**src/rtl/rsnn_readback_pkg.sv**
```systemverilog
// rsnn_readback_pkg: shared state encoding and vector layout for the parameter readback path
// Weights occupy bits WEIGHT_MSB:WEIGHT_LSB of the snapshot, neuron params PARAM_MSB:0.
package rsnn_readback_pkg;
  typedef enum logic [2:0] {
    IDLE   = 3'd0,
    LOAD   = 3'd1,
    SHIFT  = 3'd2,
    DONE   = 3'd3,
    PARITY = 3'd4
  } state_t;
  localparam int DEFAULT_WIDTH = 312;
  localparam int WEIGHT_MSB    = 311;
  localparam int WEIGHT_LSB    = 96;
  localparam int PARAM_MSB     = 95;
endpackage

```
**src/rtl/param_readback_serializer.sv**
```systemverilog
// param_readback_serializer: snapshots the parameter vector and streams it out MSB first over valid/ready
// Ports: clk, rst_n (async active-low), enable (freezes all state when low), start (level, IDLE only),
//   parallel_in[WIDTH], ready -> serial_out, bit_valid, busy, end_reading (one-cycle pulse in DONE).
// Option: READBACK_PARITY_EN appends one even-parity bit (XOR of the snapshot) after the data bits.
module param_readback_serializer
  import rsnn_readback_pkg::*;
#(
  parameter int WIDTH = DEFAULT_WIDTH,
  parameter int CNT_W = 9
) (
  input  logic             clk,
  input  logic             rst_n,
  input  logic             enable,
  input  logic             start,
  input  logic [WIDTH-1:0] parallel_in,
  input  logic             ready,
  output logic             serial_out,
  output logic             bit_valid,
  output logic             busy,
  output logic             end_reading
);
  state_t             r_state;
  logic [WIDTH-1:0]   r_shadow;
  logic [CNT_W-1:0]   r_cnt;
  logic               w_last;
`ifdef READBACK_PARITY_EN
  logic               r_par;
  assign serial_out = (r_state == PARITY) ? r_par : r_shadow[WIDTH-1];
  assign bit_valid  = enable && (r_state == SHIFT || r_state == PARITY);
`else
  assign serial_out = r_shadow[WIDTH-1];
  assign bit_valid  = enable && (r_state == SHIFT);
`endif
  assign busy        = (r_state != IDLE);
  assign end_reading = (r_state == DONE);
  assign w_last      = (r_cnt == CNT_W'(WIDTH - 1));
  always_ff @(posedge clk or negedge rst_n) begin
    if (!rst_n) begin
      r_state  <= IDLE;
      r_shadow <= '0;
      r_cnt    <= '0;
`ifdef READBACK_PARITY_EN
      r_par    <= 1'b0;
`endif
    end else if (enable) begin
      case (r_state)
        IDLE:  if (start) r_state <= LOAD;
        LOAD: begin
          r_shadow <= parallel_in;
          r_cnt    <= '0;
          r_state  <= SHIFT;
`ifdef READBACK_PARITY_EN
          r_par    <= ^parallel_in;
`endif
        end
        SHIFT: if (ready) begin
          r_shadow <= {r_shadow[WIDTH-2:0], 1'b0};
          r_cnt    <= r_cnt + 1'b1;
`ifdef READBACK_PARITY_EN
          if (w_last) r_state <= PARITY;
`else
          if (w_last) r_state <= DONE;
`endif
        end
`ifdef READBACK_PARITY_EN
        PARITY: if (ready) r_state <= DONE;
`endif
        DONE:    r_state <= IDLE;
        default: r_state <= IDLE;
      endcase
    end
  end
endmodule

```
**config.mk**
```make
export PLATFORM = sky130hd
export DESIGN_NAME = param_readback_serializer
export DESIGN_NICKNAME = d
export VERILOG_FILES = /design/src/rtl/rsnn_readback_pkg.sv /design/src/rtl/param_readback_serializer.sv
export SDC_FILE = /design/constraint.sdc
export NUM_CORES = 1
export LEC_CHECK = 0
export CORE_ASPECT_RATIO = 0.9
export CORE_MARGIN = 2
export CORE_UTILIZATION = 55
export DETAILED_ROUTE_END_ITERATION = 10
export GPL_TIMING_DRIVEN = 0
export PLACE_DENSITY = 0.86
export SYNTH_ARGS = -nofsm -noshare
export SYNTH_HDL_FRONTEND = slang
export SYNTH_SLANG_ARGS = --single-unit
```
**constraint.sdc**
```tcl
create_clock -name clk -period 3.8 [get_ports clk]
set_input_delay 0.95 -clock clk [delete_from_list [all_inputs] [get_ports clk]]
set_output_delay 0.95 -clock clk [all_outputs]
set_load 0.1 [all_outputs]
```
==> results of run 1 <==
-- state kept, by name, summed over array words and instances (netlist names) --
signal,cells
r_state,2
r_cnt,9
r_shadow,312
-- kinds of logic after synthesis --
| logic type | synth area share [%] |
|---|---|
| buffers and inverters | 3.34 |
| multiplexers | 21.3 |
| adder cells (fa/ha/maj) | 0.423 |
| flip-flops | 54.7 |
| AND/OR/NAND/NOR | 8.97 |
| AO/OA/AOI/OAI | 11.1 |
| XOR/XNOR | 0.178 |
-- stage by stage --
step	setup TNS, ns	instances	util (%)	area [um2]	setup WS (ns)
2_1_floorplan	0	1418	-	14800	0.887
3_3_place_gp	-3929.49	2085	70.1	18400	-12.21
6_report	0	2150	74.8	19600	0.119
3_5_place_dp	-0.193	2088	70.4	18500	-0.193
5_1_grt	0	2149	74.8	19600	0.0190
4_1_cts	0	2146	74.7	19600	0.0991
-- report_power, final --
| part | internal, W | switching [W] | leakage (nW) |
|---|---|---|---|
| registers | 0.00498 | 0.000852 | 4.08 |
| clock network | 0.00202 | 0.00133 | 0.555 |
| logic | 0.00259 | 0.00334 | 4.13 |
-- layer usage --
layer  vias up  wire length [um]  GRT usage (%)
met4         0              1220           9.88
met2       336             18600           45.6
met1      5836             16000           35.6
li1       5607                 -              -
met3        88              2700           6.30
met5         -                 0              0
-- placed cells by master (no fill, tap or decap), drive strengths merged, types with 2 or more instances in the layout --
cell / netlist / layout
clkdlybuf4s50: 0 / 317
diode: 0 / 4
clkinv: 0 / 5
bufinv: 0 / 2
nor2: 3 / 3
o21ai: 314 / 314
inv: 5 / 5
clkbuf: 47 / 96
nand2: 318 / 318
nand3: 3 / 3
nor4b: 3 / 3
nand4: 3 / 3
dfrtp: 323 / 323
buf: 60 / 64
xnor2: 2 / 2
a21oi: 2 / 2
ha: 5 / 5
mux2: 2 / 2
mux2i: 312 / 312
clkinvlp: 0 / 2
-- how the worst max path moves through the flow --
stage	depth (start not counted)	startpoint	slack [ns]	to
after global placement	1	rst_n	-12.21	r_shadow[197]$_DFFE_PN0P_
after CTS	6	r_state[0]$_DFFE_PN0P_	0.1	bit_valid
final	6	r_state[0]$_DFFE_PN0P_	0.12	bit_valid
after detailed placement	6	r_state[0]$_DFFE_PN0P_	-0.19	bit_valid
after floorplan	5	r_state[0]$_DFFE_PN0P_	0.89	bit_valid
after global routing	6	r_state[0]$_DFFE_PN0P_	0.02	bit_valid
-- final cells by class --
cell class                      instances  area (um2)
Tap cell                              348         435
Timing Repair Buffer                  322        3280
Inverter                                5        18.8
Multi-Input combinational cell        983        6210
Sequential cell                       323        8080
Antenna cell                            4        10.0
Clock buffer                           49        1030
Buffer                                107         477
Clock inverter                          9         104
Fill cell                            1780        6630
-- repair_timing --
action	CTS	global route
resized for setup	4	0
endpoints found under the setup margin	1	0
hold endpoints to repair	0	0
-- worst register-to-register path, stage by stage (launching register included) --
cell and delay, ns:
dfrtp_1 0.42, inv_1 0.12, ha_1 0.26, mux2_4 0.35, nand2_4 0.18, buf_4 0.23, buf_2 0.29, clkbuf_1 0.42
nand2_1 0.13, o21ai_1 0.10
==> flow_metrics.tcl, run 1 <==
set metrics [dict create \
    avgSynthCellArea_um2 10.4 \
    clk_path_buf_depth 3 \
    worst_pin_slew_ns 0.997 \
    wl_um 38500 \
    grt_max_degree 125 \
    die_w_um 177 \
    path_cells "inv_1, ha_1, clkbuf_2, buf_2, and2_1, clkdlybuf4s15_2" \
    syn_area_mm2 0.0148 \
    cpPeakStageDelay_ns 0.58 \
    hp-class "input port to asynchronous set/reset pin" \
    hold_ws_ns 0.233 \
    gp_congestion 0.803 \
    synth.distinct_cells 36 \
    clk_pin_slew_ns 0.06 \
    critical_path_arrival_ns 2.73 \
    p_leak_nw 8.76 \
    r2r-start "r_state[0]$_DFFE_PN0P_" \
    maxCapViolations 0 \
    crit_type "flop to output pin" \
    power_density_mw_per_mm2 769 \
    drv_slew 0 \
    htree_levels 2 \
    core-area_mm2 0.0263 \
    min_period_ns 3.68 \
    port_buffers 319 \
    rsz0062_at_grt "false" \
    clk-insertion-delay-late_ns 0.50 \
    cts.sinks 323 \
    groute.usage.overall_pct 27.6 \
    vias_per_cell 5.52 \
    cp_top_family "buffers and inverters" \
    syn_to_final_growth_pct 32.9 \
    synth-main-ff-cell "dfrtp_1" \
    ys_seq_area_share_pct 54.7 \
    yosys.area.top_type "dfrtp_1" \
    tritoncts "built" \
    fin_crit_sh_pct 96.9 \
    setup_violations 0 \
    max_freq_mhz 272 \
    yosys-top-cells-area "dfrtp_1 (55%), mux2i_1 (21%), o21ai_1 (11%)" \
    r2r-end "r_shadow[103]$_DFFE_PN0P_" \
    synth_fp_nets 1740 \
    num_vias 11900 \
    nets 2098 \
    synth_edf_count 0 \
    slowest_stage "clkdlybuf4s15_2" \
    hold_violations 0 \
    postRouteAntennaNets 0 \
    dieArea_mm2 0.0282 \
    critical_path_buf_inv_count 4 \
    grt_pass1_vias 12400 \
    drtPass1Iterations 5 \
    drive_gt1_share_pct 6.51 \
    wl_per_cell_um 17.9 \
    outcome "finished clean" \
    synthTopCellsByCount "dfrtp_1 (323), nand2_1 (317), o21ai_1 (313), mux2i_1 (312), buf_2 (56)" \
    end_kind "output pin" \
    synth_cells 1418 \
    r2r_cells 9 \
    startpoint_type "flop" \
    ys_ff_latch 323 \
    slew-limit-headroom_pct 33.4 \
    worstPathRequired_ns 2.85 \
    grt_pass1_wl_um 63100 \
    hpwlAfterDp_um 27100 \
    io_pins 321 \
    antenna_found_initial 3 \
    postCtsSetupRepairBufs 0 \
    hold_buffers 0 \
    finalPower_w 0.0151 \
    synth_top_area_share_pct 54.7 \
    grt-ovfl-total 0 \
    drc 0 \
    synth.most_common_cell "dfrtp_1" \
    ir_worst_vdd_uv 445 \
    drt_iter0_drc 783 \
    row_count 56 \
    synth-async-reset-ratio_pct 100 \
    worstPathMaxFanout 10 \
    synth-warning-count 0 \
    reg2reg_slack_ns 1.23 \
    finalClockSkew_ns 0.0153 \
    cts-root-buf "clkbuf_16" \
    initial_core_util_pct 56.3 \
    numCtsBuffers 34 \
    fp.dieH_um 160 \
]
(Power assumes the default switching activity.)
==> run 2: changes to the inputs <==
--- a/config.mk
+++ b/config.mk
@@ -5,7 +5,6 @@
 export SDC_FILE = /design/constraint.sdc
 export NUM_CORES = 1
 export LEC_CHECK = 0
-export CORE_ASPECT_RATIO = 0.9
 export CORE_MARGIN = 2
 export CORE_UTILIZATION = 55
 export DETAILED_ROUTE_END_ITERATION = 10
==> flow_metrics.tcl, run 2 (synthesized netlist as in run 1, its figures left out) <==
set metrics [dict create \
    groute.usage.overall_pct 27.1 \
    vias_per_cell 5.51 \
    min_period_ns 3.67 \
    gp_congestion 0.803 \
    core-area_mm2 0.0267 \
    ir_worst_vdd_uv 432 \
    numCtsBuffers 35 \
    postCtsSetupRepairBufs 0 \
    postRouteAntennaNets 0 \
    worstPathMaxFanout 10 \
    clk_pin_slew_ns 0.06 \
    stdcell_area_mm2 0.0196 \
    crit_type "flop to output pin" \
    nets 2099 \
    drtPass1Iterations 5 \
    drc 0 \
    cts.sinks 323 \
    hp-class "input port to asynchronous set/reset pin" \
    tritoncts "built" \
    antenna_found_initial 4 \
    regMostFlops "r_shadow" \
    fillers 1854 \
    power_density_mw_per_mm2 770 \
    finalClockSkew_ns 0.0156 \
    fin_crit_sh_pct 96.6 \
    critical_path_arrival_ns 2.72 \
    dieArea_mm2 0.0282 \
    outcome "finished clean" \
    wl_per_cell_um 17.6 \
    rsz0062_at_grt "false" \
    drt_iter0_drc 802 \
    layoutNonFillerInstCount 2148 \
    hold_violations 0 \
    p_leak_nw 8.77 \
    num_vias 11800 \
    worst_pin_slew_ns 1.03 \
    initial_core_util_pct 55.5 \
    fp.dieH_um 168 \
    setup_violations 0 \
    hold_buffers 0 \
    max_freq_mhz 272 \
    clk_path_buf_depth 3 \
    slew-limit-headroom_pct 31.4 \
    row_count 60 \
    largest_reg_flops 312 \
    clk-insertion-delay-late_ns 0.50 \
    reg_top3 "r_shadow x312, r_cnt x9, r_state x2" \
    wl_um 37800 \
    final-seq-area_mm2 0.00808 \
    grt_pass1_wl_um 62200 \
    final_cell_mix "dfrtp_1 (323), nand2_1 (317), clkdlybuf4s50_1 (317), o21ai_1 (313), mux2i_1 (312)" \
    io_pins 321 \
    multi_input_area_mm2 0.00621 \
    maxCapViolations 0 \
    end_kind "output pin" \
    dpl_cell_area_mm2 0.0185 \
    htree_levels 2 \
    hpwlAfterDp_um 26600 \
    grt-ovfl-total 0 \
    startpoint_type "flop" \
    drv_slew 0 \
    dp_cells 2081 \
    grt_pass1_vias 12600 \
    cts-root-buf "clkbuf_16" \
    drive_gt1_share_pct 6.54 \
    grt_max_degree 102 \
    syn_to_final_growth_pct 32.9 \
    final_common_cell "dfrtp_1" \
    die_w_um 168 \
    worstPathRequired_ns 2.85 \
    port_buffers 319 \
]
==> run 2: cell types whose count changed in the layout (fill, tap and decap cells not counted), sizes merged <==
cell,change
clkdlybuf4s15,-1
clkbuf,-1
bufinv,+1
clkinv,+5
clkdlybuf4s18,+1
==> run 2: final timing paths <==
| path | start | end | slack [ns] | cells after the start |
|---|---|---|---|---|
| max in group asynchronous | rst_n | r_shadow[148]$_DFFE_PN0P_ | 2.15 | 3 |
| min reg2reg | r_shadow[256]$_DFFE_PN0P_ | r_shadow[256]$_DFFE_PN0P_ | 0.48 | 2 |
| min in group clk | r_shadow[256]$_DFFE_PN0P_ | r_shadow[256]$_DFFE_PN0P_ | 0.48 | 2 |
| max | r_state[0]$_DFFE_PN0P_ | bit_valid | 0.13 | 6 |
| min | rst_n | r_shadow[31]$_DFFE_PN0P_ | 0.42 | 1 |
| max reg2reg | r_state[0]$_DFFE_PN0P_ | r_shadow[101]$_DFFE_PN0P_ | 1.21 | 9 |
==> run 2: report_power, final <==
part / leakage (nW) / internal [W] / total, W / switching (W)
registers: 4.08 / 0.00498 / 0.00583 / 0.000854
clock network: 0.557 / 0.00202 / 0.00340 / 0.00138
logic: 4.13 / 0.00259 / 0.00589 / 0.00330
total: 8.77 / 0.00959 / 0.0151 / 0.00554
==> run 2: layout make-up <==
cell class / count / area share (%)
sequential: 323 / 41.1
multi-input combinational: 983 / 31.6
timing repair buffer: 322 / 16.7
clock buffer: 48 / 4.97
buffer: 107 / 2.43
tap: 341 / 2.17
clock inverter: 15 / 0.847
inverter: 5 / 0.0955
antenna: 4 / 0.0509
==> run 2: through the flow <==
step / setup WS [ns] / total power [W] / setup TNS, ns / util (%) / hold WS (ns)
floorplan: 0.887 / 0.0101 / 0 / - / 0.455
global placement: -12.13 / 0.0114 / -3907.79 / 69.1 / 0.466
detailed placement: -0.177 / 0.0117 / -0.177 / 69.4 / 0.475
CTS: 0.112 / 0.0152 / 0 / 73.7 / 0.429
global route: 0.0321 / 0.0162 / 0 / 73.7 / 0.451
finish: 0.128 / 0.0151 / 0 / 73.7 / 0.416
==> run 2: critical path: stages (launching register included) <==
cell             delay, ns
dfrtp_1               0.42
inv_1                 0.11
ha_1                  0.26
clkbuf_2              0.31
buf_2                 0.31
and2_1                0.23
clkdlybuf4s18_2       0.57
==> run 2: routing by layer <==
metal / track usage (%) / part of all wire (%)
met5: 0 / 0
met4: 10.5 / 3.5
met1: 35.1 / 42
met3: 5.83 / 6.7
met2: 45.1 / 48
==> run 2: what timing repair did <==
action,in CTS,in global routing
endpoints found under the hold margin,0,0
setup endpoints to repair,1,0
resized for setup,5,0
